$ cat src/rtl/seven_seg_multi.sv
// rtl/seven_seg_multi.sv - multiplexed 7-segment display driver with hex/decimal write path
//
// Optional feature: define SEVEN_SEG_LZ_BLANK_EN to blank leading-zero digits.
//
// Ports:
//   clk     - clock, all logic on rising edge
//   rst     - asynchronous active-high reset
//   data    - 4*DIGITS-bit value to display (hex nibbles or binary for decimal)
//   dp      - per-digit decimal points, bit 0 = rightmost digit
//   base    - 0 = hex display, 1 = decimal display
//   wen     - write request, accepted when rdy=1
//   rdy     - high when a write will be accepted
//   done    - one-cycle pulse when new content reaches the display register
//   leds_o  - bit 7 = dp, bits 6..0 = segments g..a (polarity per SEG_ACT_LOW)
//   sels_o  - one-hot digit select, bit 0 = rightmost digit (polarity per SEL_ACT_LOW)
module seven_seg_multi #(
    parameter int DIGITS      = 6,
    parameter int SCAN_DIV    = 50000,
    parameter int SEG_ACT_LOW = 1,
    parameter int SEL_ACT_LOW = 1
) (
    input  logic                  clk,
    input  logic                  rst,
    input  logic [4*DIGITS-1:0]   data,
    input  logic [DIGITS-1:0]     dp,
    input  logic                  base,
    input  logic                  wen,
    output logic                  rdy,
    output logic                  done,
    output logic [7:0]            leds_o,
    output logic [DIGITS-1:0]     sels_o
);

    localparam int NB = 4 * DIGITS;
    localparam int IW = (DIGITS > 1) ? $clog2(DIGITS) : 1;
    localparam int PW = $clog2(SCAN_DIV);
    localparam int CW = $clog2(NB);
    localparam logic [PW-1:0] PS_MAX    = PW'(SCAN_DIV - 1);
    localparam logic [IW-1:0] IDX_MAX   = IW'(DIGITS - 1);
    localparam logic [CW-1:0] STEP_LAST = CW'(NB - 1);
    localparam logic [7:0]    LEDS_OFF  = (SEG_ACT_LOW != 0) ? 8'hFF : 8'h00;
    localparam logic [DIGITS-1:0] SELS_OFF = (SEL_ACT_LOW != 0) ? {DIGITS{1'b1}} : {DIGITS{1'b0}};

    typedef enum logic [1:0] {
        S_IDLE,
        S_CONV,
        S_DONE
    } state_t;

    state_t state, state_n;

    logic [NB-1:0]     bin;
    logic [NB-1:0]     bcd;
    logic [NB-1:0]     bcd_adj;
    logic              ovf;
    logic [DIGITS-1:0] cap_dp;
    logic              cap_base;
    logic [CW-1:0]     conv_cnt;

    logic [NB-1:0]     disp;
    logic [DIGITS-1:0] disp_dp;
    logic              disp_ovf;

    logic [PW-1:0]     ps_cnt;
    logic [IW-1:0]     idx, idx_n;
    logic              scan_on, on_n;
    logic [DIGITS-1:0] blank_v;
    logic [3:0]        cur_nib;
    logic              cur_dp;
    logic              cur_blank;
    logic [6:0]        cur_seg;

    function automatic logic [6:0] seg_of(input logic [3:0] v);
        case (v)
            4'h0: seg_of = 7'h3F;
            4'h1: seg_of = 7'h06;
            4'h2: seg_of = 7'h5B;
            4'h3: seg_of = 7'h4F;
            4'h4: seg_of = 7'h66;
            4'h5: seg_of = 7'h6D;
            4'h6: seg_of = 7'h7D;
            4'h7: seg_of = 7'h07;
            4'h8: seg_of = 7'h7F;
            4'h9: seg_of = 7'h6F;
            4'hA: seg_of = 7'h77;
            4'hB: seg_of = 7'h7C;
            4'hC: seg_of = 7'h39;
            4'hD: seg_of = 7'h5E;
            4'hE: seg_of = 7'h79;
            default: seg_of = 7'h71;
        endcase
    endfunction

    assign rdy = (state == S_IDLE);

    always_ff @(posedge clk or posedge rst) begin
        if (rst) state <= S_IDLE;
        else     state <= state_n;
    end

    always_comb begin
        state_n = state;
        case (state)
            S_IDLE: if (wen) state_n = base ? S_CONV : S_DONE;
            S_CONV: if (conv_cnt == STEP_LAST) state_n = S_DONE;
            default: state_n = S_IDLE;
        endcase
    end

    // Double-dabble correction: any BCD digit >= 5 gets +3 before the shift.
    always_comb begin
        bcd_adj = bcd;
        for (int i = 0; i < DIGITS; i++) begin
            if (bcd[i*4 +: 4] >= 4'd5) bcd_adj[i*4 +: 4] = bcd[i*4 +: 4] + 4'd3;
        end
    end

    always_ff @(posedge clk or posedge rst) begin
        if (rst) begin
            bin      <= '0;
            bcd      <= '0;
            ovf      <= 1'b0;
            cap_dp   <= '0;
            cap_base <= 1'b0;
            conv_cnt <= '0;
            disp     <= '0;
            disp_dp  <= '0;
            disp_ovf <= 1'b0;
            done     <= 1'b0;
        end else begin
            done <= 1'b0;
            case (state)
                S_IDLE: begin
                    if (wen) begin
                        bin      <= data;
                        cap_dp   <= dp;
                        cap_base <= base;
                        bcd      <= '0;
                        ovf      <= 1'b0;
                        conv_cnt <= '0;
                    end
                end
                S_CONV: begin
                    // A bit leaving the top BCD digit means value >= 10^DIGITS.
                    bcd      <= {bcd_adj[NB-2:0], bin[NB-1]};
                    bin      <= {bin[NB-2:0], 1'b0};
                    ovf      <= ovf | bcd_adj[NB-1];
                    conv_cnt <= conv_cnt + 1'b1;
                end
                default: begin
                    disp     <= cap_base ? bcd : bin;
                    disp_ovf <= cap_base & ovf;
                    disp_dp  <= cap_dp;
                    done     <= 1'b1;
                end
            endcase
        end
    end

    // Scan: the first wrap after reset turns the outputs on at digit 0.
    always_comb begin
        idx_n = idx;
        on_n  = scan_on;
        if (ps_cnt == PS_MAX) begin
            on_n = 1'b1;
            if (!scan_on)            idx_n = '0;
            else if (idx == IDX_MAX) idx_n = '0;
            else                     idx_n = idx + 1'b1;
        end
    end

    always_comb begin
        blank_v = '0;
`ifdef SEVEN_SEG_LZ_BLANK_EN
        begin
            logic lz;
            lz = 1'b1;
            for (int i = DIGITS - 1; i >= 1; i--) begin
                lz         = lz & (disp[i*4 +: 4] == 4'd0);
                blank_v[i] = lz;
            end
        end
`endif
    end

    always_comb begin
        cur_nib   = 4'd0;
        cur_dp    = 1'b0;
        cur_blank = 1'b0;
        for (int i = 0; i < DIGITS; i++) begin
            if (IW'(i) == idx_n) begin
                cur_nib   = disp[i*4 +: 4];
                cur_dp    = disp_dp[i];
                cur_blank = blank_v[i];
            end
        end
        if (disp_ovf)       cur_seg = 7'h40;
        else if (cur_blank) cur_seg = 7'h00;
        else                cur_seg = seg_of(cur_nib);
    end

    always_ff @(posedge clk or posedge rst) begin
        if (rst) begin
            ps_cnt  <= '0;
            idx     <= '0;
            scan_on <= 1'b0;
            leds_o  <= LEDS_OFF;
            sels_o  <= SELS_OFF;
        end else begin
            ps_cnt  <= (ps_cnt == PS_MAX) ? '0 : ps_cnt + 1'b1;
            idx     <= idx_n;
            scan_on <= on_n;
            if (on_n) begin
                leds_o <= (SEG_ACT_LOW != 0) ? ~{cur_dp, cur_seg} : {cur_dp, cur_seg};
                sels_o <= (SEL_ACT_LOW != 0) ? ~(DIGITS'(1) << idx_n) : (DIGITS'(1) << idx_n);
            end else begin
                leds_o <= LEDS_OFF;
                sels_o <= SELS_OFF;
            end
        end
    end

endmodule

$ cat config.mk
export PLATFORM = sky130hd
export DESIGN_NAME = seven_seg_multi
export DESIGN_NICKNAME = d
export VERILOG_FILES = /design/src/rtl/seven_seg_multi.sv
export SDC_FILE = /design/constraint.sdc
export NUM_CORES = 1
export LEC_CHECK = 0
export ABC_AREA = 0
export BUFFER_PORTS_ARGS = -buffer_cell sky130_fd_sc_hd__buf_2
export CORE_ASPECT_RATIO = 0.75
export CORE_MARGIN = 4
export CORE_UTILIZATION = 24
export DETAILED_ROUTE_END_ITERATION = 10
export PLACE_DENSITY = 0.45
export SLEW_MARGIN = 10
export SYNTH_ARGS = -nofsm -noshare
export SYNTH_HDL_FRONTEND = slang
export SYNTH_SLANG_ARGS = --single-unit
$ cat constraint.sdc
create_clock -name clk -period 10.4 [get_ports clk]
set_clock_uncertainty 0.15 [all_clocks]
set_input_delay 0.52 -clock clk [delete_from_list [all_inputs] [get_ports clk]]
set_output_delay 0.52 -clock clk [all_outputs]
set_load 0.01 [all_outputs]
; ---- Word level (Yosys, flattened, before mapping)
; Memory sizes are Yosys's and may differ from the RTL's.
; Cells that the tools add are included.
[word_totals]
mem_count = 1
regBits = 129
mem_bits_ro = 112
[memory_table]
columns = name, words, width, read_ports, rd_clocked_by_memory_dff, wr, line_no
row1 = (no name shown), 16, 7, 1, 0, 0, 74  ; case (v)
[op_classes]
shift = 1
n_bitwise = 4
n_eq_ne = 11
n_mux = 40
n_reduce_logical = 7
magnitude_cmp = 6
addsub = 9
[ops]
columns = op, n
row1 = case mux 24 bit (2 select lines), 2
row2 = 2-to-1 mux 24 bit, 3
row3 = 2-to-1 mux 4 bit, 12
row4 = "adder 4 x 2 -> 4 bit, second input constant", 6
row5 = ">= comparator 4 x 3 -> 1 bit, second input constant", 6
row6 = "adder 16 x 1 -> 16 bit, second input constant", 1
row7 = "equality test 16 bit, second input constant", 1
row8 = 2-to-1 mux 16 bit, 1
row9 = case mux 5 bit (2 select lines), 1
row10 = 2-to-1 mux 1 bit, 9
row11 = 2-to-1 mux 3 bit, 3
row12 = 2-to-1 mux 8 bit, 1
row13 = NOT 8 bit, 1
row14 = 2-to-1 mux 7 bit, 1
row15 = "equality test 2 x 3 -> 1 bit, first input constant", 2
row16 = "equality test 3 bit, first input constant", 2
row17 = 2-to-1 mux 2 bit, 3
row18 = 2-to-1 mux 6 bit, 1
row19 = NOT 6 bit, 1
row20 = AND reduction 2 bit, 3
row21 = "left shift 1 x 3 -> 6 bit, first input constant", 1
row22 = "adder 5 x 1 -> 5 bit, second input constant", 1
row23 = "equality test 5 bit, second input constant", 1
row24 = 2-to-1 mux 5 bit, 1
row25 = other kinds (13), 14

; ---- Logic depth before layout (Yosys ltp)
; An unclocked memory read counts as a cell.
[depth]
ltp_word = 15
depth_mapped = 15
mapped_depth_nobuf = 14

; ---- Least setup slack after synthesis
; No wires, ideal clock.
[synth_path]
path_type = reg2reg
from = register ps_cnt[10]
to = register leds_o[3]
period_less_slack_ps = 3509
setup_slack_ps = 6891
required_time_ps = 10173
arrival_ps = 3281
path_stages_with_launch = 12
path_cell_list = dfrtp_1 -> or4b_4 -> or4_1 -> buf_2 -> o21ai_2 -> nand2_1 -> mux2_1 -> a211oi_2 -> ha_1 -> nor3_1 -> a2111oi_4 -> a31oi_1
[synth_between]
elab_chain_cells = 13
word_cells_on_any_way = 19
cone_classes = eq/ne: 6 / mux: 10 / bitwise: 1 / reduce/logical: 1 / memory: 1
[synth_rtl]
columns = item, line_no
row1 = from (decl), 64  ; logic [PW-1:0] ps_cnt;
row2 = from (signal assigned), 210  ; ps_cnt <= (ps_cnt == PS_MAX) ? '0 : ps_cnt + 1'b1;
row3 = equality test 16 bit (*), 164  ; if (ps_cnt == PS_MAX) begin
row4 = 2-to-1 mux 3 bit (*), 164
row5 = via idx_n[1], 65  ; logic [IW-1:0] idx, idx_n;
row6 = logical NOT 3 bit, 191  ; if (IW'(i) == idx_n) begin
row7 = 2-to-1 mux 4 bit (5 in a row), 191
row8 = 2-to-1 mux 4 bit (*), 191
row9 = memory read (16 x 7 bit) (*), -
row10 = 2-to-1 mux 7 bit (*), 197  ; if (disp_ovf) cur_seg = 7'h40;
row11 = NOT 8 bit (*), 214  ; leds_o <= (SEG_ACT_LOW != 0) ? ~{cur_dp, cur_seg} : {cur_dp, cur_seg};
row12 = 2-to-1 mux 8 bit (*), 213  ; if (on_n) begin
row13 = to (signal assigned), 214
row14 = to (decl), 30  ; output logic [7:0] leds_o,
; Mark *: on every way through the listed nets, which the timed path passes. The rest lies on a longest branch.
; A chain may end at the register's enable or synchronous reset.

; ---- Worst setup path in the final report
[layout_path]
from = register ps_cnt[4]
to = register leds_o[0]
; Same word-level chain as after synthesis.

==> results.toml <==
[status]
status = "finished clean"

[logic_synthesis]
synth_edf_count = 0
synth_mux_area_frac = 0.0982
syn_inst = 693
yosys.area_share.simple = 0.166
synth_nets = 747
netlist-cell-type-count = 58
synth_compound_area_frac = 0.146
synth-seq-area-share = 0.488
synthesis.area_per_instance_sq_um = 9.59
synth_area_sq_um = 6650
synth-xor-area-share = 0.0290
async_reset_ff_frac = 1.00
synthAdderAreaFrac = 0.0376
synth_top_family_by_area = "simple AND/OR/NAND/NOR gates"
ys_warn_count = 0
synth_seq_cells = 129
ys.flop_type = "dfrtp_1"

[cts]
htree_levels = 4
clkLatencyLatePin_ns = 0.42
ctsHoldBuffers = 0
cts_root_buffer = "clkbuf_16"
clockBufferDepth = 2
clock_sinks = 129
postCtsSetupRepairBufs = 0
cts_tree = "built"
numCtsBuffers = 17
clkTransAtPathRegs_ns = 0.06
postCtsResizedCells = 0

[floorplan]
design.die.area_sq_um = 30500
start_util = 0.245
io_pins = 50
core_sq_um = 27100
num_rows = 52
die_width_um = 200
die_h_um = 152

[routing]
drt-total-wl_um = 16900
drc_errors = 0
dr_total_vias = 5039
routed.top_layer = "met4"
drtIter0Drc = 371
met3_length_um = 730
routed-wl-met2_um = 6680
antenna_left = 0
wl_met1_um = 9370
first_pass_iters = 5
post_drt_via_cell_ratio = 4.61
avgRoutedWirePerCell_um = 15.5

[placement]
io_buffers = 49
hpwlAfterDp_um = 11800
gp_congestion = 0.831

[final_layout]
num_antenna_cells = 0
nNetsFinal = 783
areaGrowthSynthToFinish_pct = 18.0
final_common_cell = "dfrtp_1"
nFillCells = 2864
final_util = 0.289
layout_common_cells = "dfrtp_1, nand2_1, o21ai_0, nor2_1, mux2i_1"
drive_gt1_frac = 0.165

[pwr]
leakage_nw = 3.42
irDropWorstVdd_uv = 274
power_density_nw_per_um2 = 258

[timing]
fmaxAchievable_mhz = 236
finalHoldViolCount = 0
fin_setup_tns_ns = 0
relSlewSlack = 0.298
slew_viol_final = 0
whs_ns = 0.0164
rsz0062_at_grt = "false"
setup_viol = 0
fin_crit_sh = 0.407
finalCriticalPeriod_ns = 4.23
worst_pin_slew_ns = 1.05

[global_route]
antenna_found_initial = 0
grt_usage = 0.113
grt_pass1_vias = 4888
grt_max_degree = 73
grt_overflow_total = 0
grt_first_pass_wirelength_um = 27900

[worst_hold_path]
hold_path_class = "in2async"

[setup_path]
cp_data_required_time_ns = 10.58
path_max_fanout = 12
cp.arrival_ns = 4.41
end_kind = "register"
critPathKind = "reg2reg"
cp-start-kind = "register"

[run]
maxCapViolations = 0
[synthesized netlist by cell type (2+ instances only)]
library cell | n | area share
nand2b_1 | 13 | 0.012
nand2_1 | 82 | 0.046
dfrtp_1 | 115 | 0.43
and2_1 | 5 | 0.0047
or3_1 | 3 | 0.0028
o31ai_1 | 6 | 0.0068
a41oi_1 | 2 | 0.0026
ha_1 | 20 | 0.038
nor3_1 | 9 | 0.0068
or4b_4 | 2 | 0.0041
xnor2_1 | 11 | 0.014
nor2_1 | 67 | 0.038
nor4_1 | 3 | 0.0028
xor2_1 | 11 | 0.014
o21ai_0 | 73 | 0.055
nand3_1 | 25 | 0.019
nor2b_1 | 6 | 0.0056
a211oi_2 | 2 | 0.0038
o21bai_1 | 3 | 0.0034
nor3b_1 | 4 | 0.0045
mux2i_1 | 54 | 0.081
buf_1 | 3 | 0.0017
mux2_2 | 7 | 0.012
dfstp_2 | 14 | 0.055
nand4_1 | 5 | 0.0047
a31oi_1 | 8 | 0.0075
a21oi_1 | 44 | 0.033
and3_1 | 6 | 0.0056
o211ai_1 | 6 | 0.0068
clkbuf_1 | 30 | 0.017
a22o_1 | 3 | 0.0040
nand4b_1 | 2 | 0.0026
inv_1 | 21 | 0.012
buf_2 | 4 | 0.0030
[critical path: stages, from the launching register on]
cell and delay (ns):
dfrtp_1 0.43, or4b_4 0.58, nor4_2 0.70, buf_4 0.32
nand3_1 0.13, nand2_1 0.12, mux2_1 0.35, a211oi_2 0.46
inv_1 0.18, ha_1 0.29, nor2_1 0.12, o2111ai_1 0.13
o41ai_1 0.10, a311oi_1 0.09
[kinds of logic after synthesis]
kind of cell               after synthesis
adders and majority gates               20
buffers and inverters                   60
muxes                                   63
AOI/OAI and AO/OA                      162
DFF                                    129
xor gates and xnor gates                22
and+or+nand+nor                        237
[final cells by class]
class	count	area, sq um	share of cell area
Clock inverter	11	136	0.0174
Inverter	22	87.6	0.0112
Sequential cell	129	3250	0.414
Timing Repair Buffer	55	290	0.0370
Clock buffer	20	457	0.0582
Tap cell	351	439	0.0560
Multi-Input combinational cell	504	3190	0.406
[flip-flops by register name, indices dropped and copies added (netlist names), 2 cells and up]
signal	cells
bcd	24
bin	24
disp	24
ps_cnt	16
leds_o	8
cap_dp	6
disp_dp	6
sels_o	6
conv_cnt	5
idx	3
state	2
[worst paths after layout]
path,start,to,slack [ns],depth (start not counted)
min,rst,done,0.02,2
max,ps_cnt[4],leds_o[0],6.17,13
max reg2reg,ps_cnt[4],leds_o[0],6.17,13
min reg2reg,disp_ovf,leds_o[6],0.31,1
max in group asynchronous,rst,bin[22],8.72,3
min in group clk,dp[1],cap_dp[1],0.13,3
[where the power goes]
part	internal [mW]	leakage [nW]	switching [mW]	total, mW
combinational	0.244	1.51	0.349	0.592
sequential	0.651	1.61	0.173	0.825
clock	0.386	0.296	0.221	0.607
[through the flow]
step	worst slack (ns)	power [mW]	cell area [sq um]	std cells
2_1_floorplan	6.31	1.23	6650	693
3_3_place_gp	6.23	1.43	7250	1061
3_5_place_dp	6.15	1.43	7250	1061
4_1_cts	6.16	2.05	7840	1092
5_1_grt	5.87	2.17	7840	1092
6_report	6.17	2.02	7840	1092
[layer usage]
layer / up-vias / GRT usage
li1: 2484 / -
met1: 2443 / 0.183
met2: 104 / 0.147
met3: 8 / 0.0323
met4: 0 / 0.0249
met5: - / 0
No activity file was read; power rests on OpenSTA's default activity.
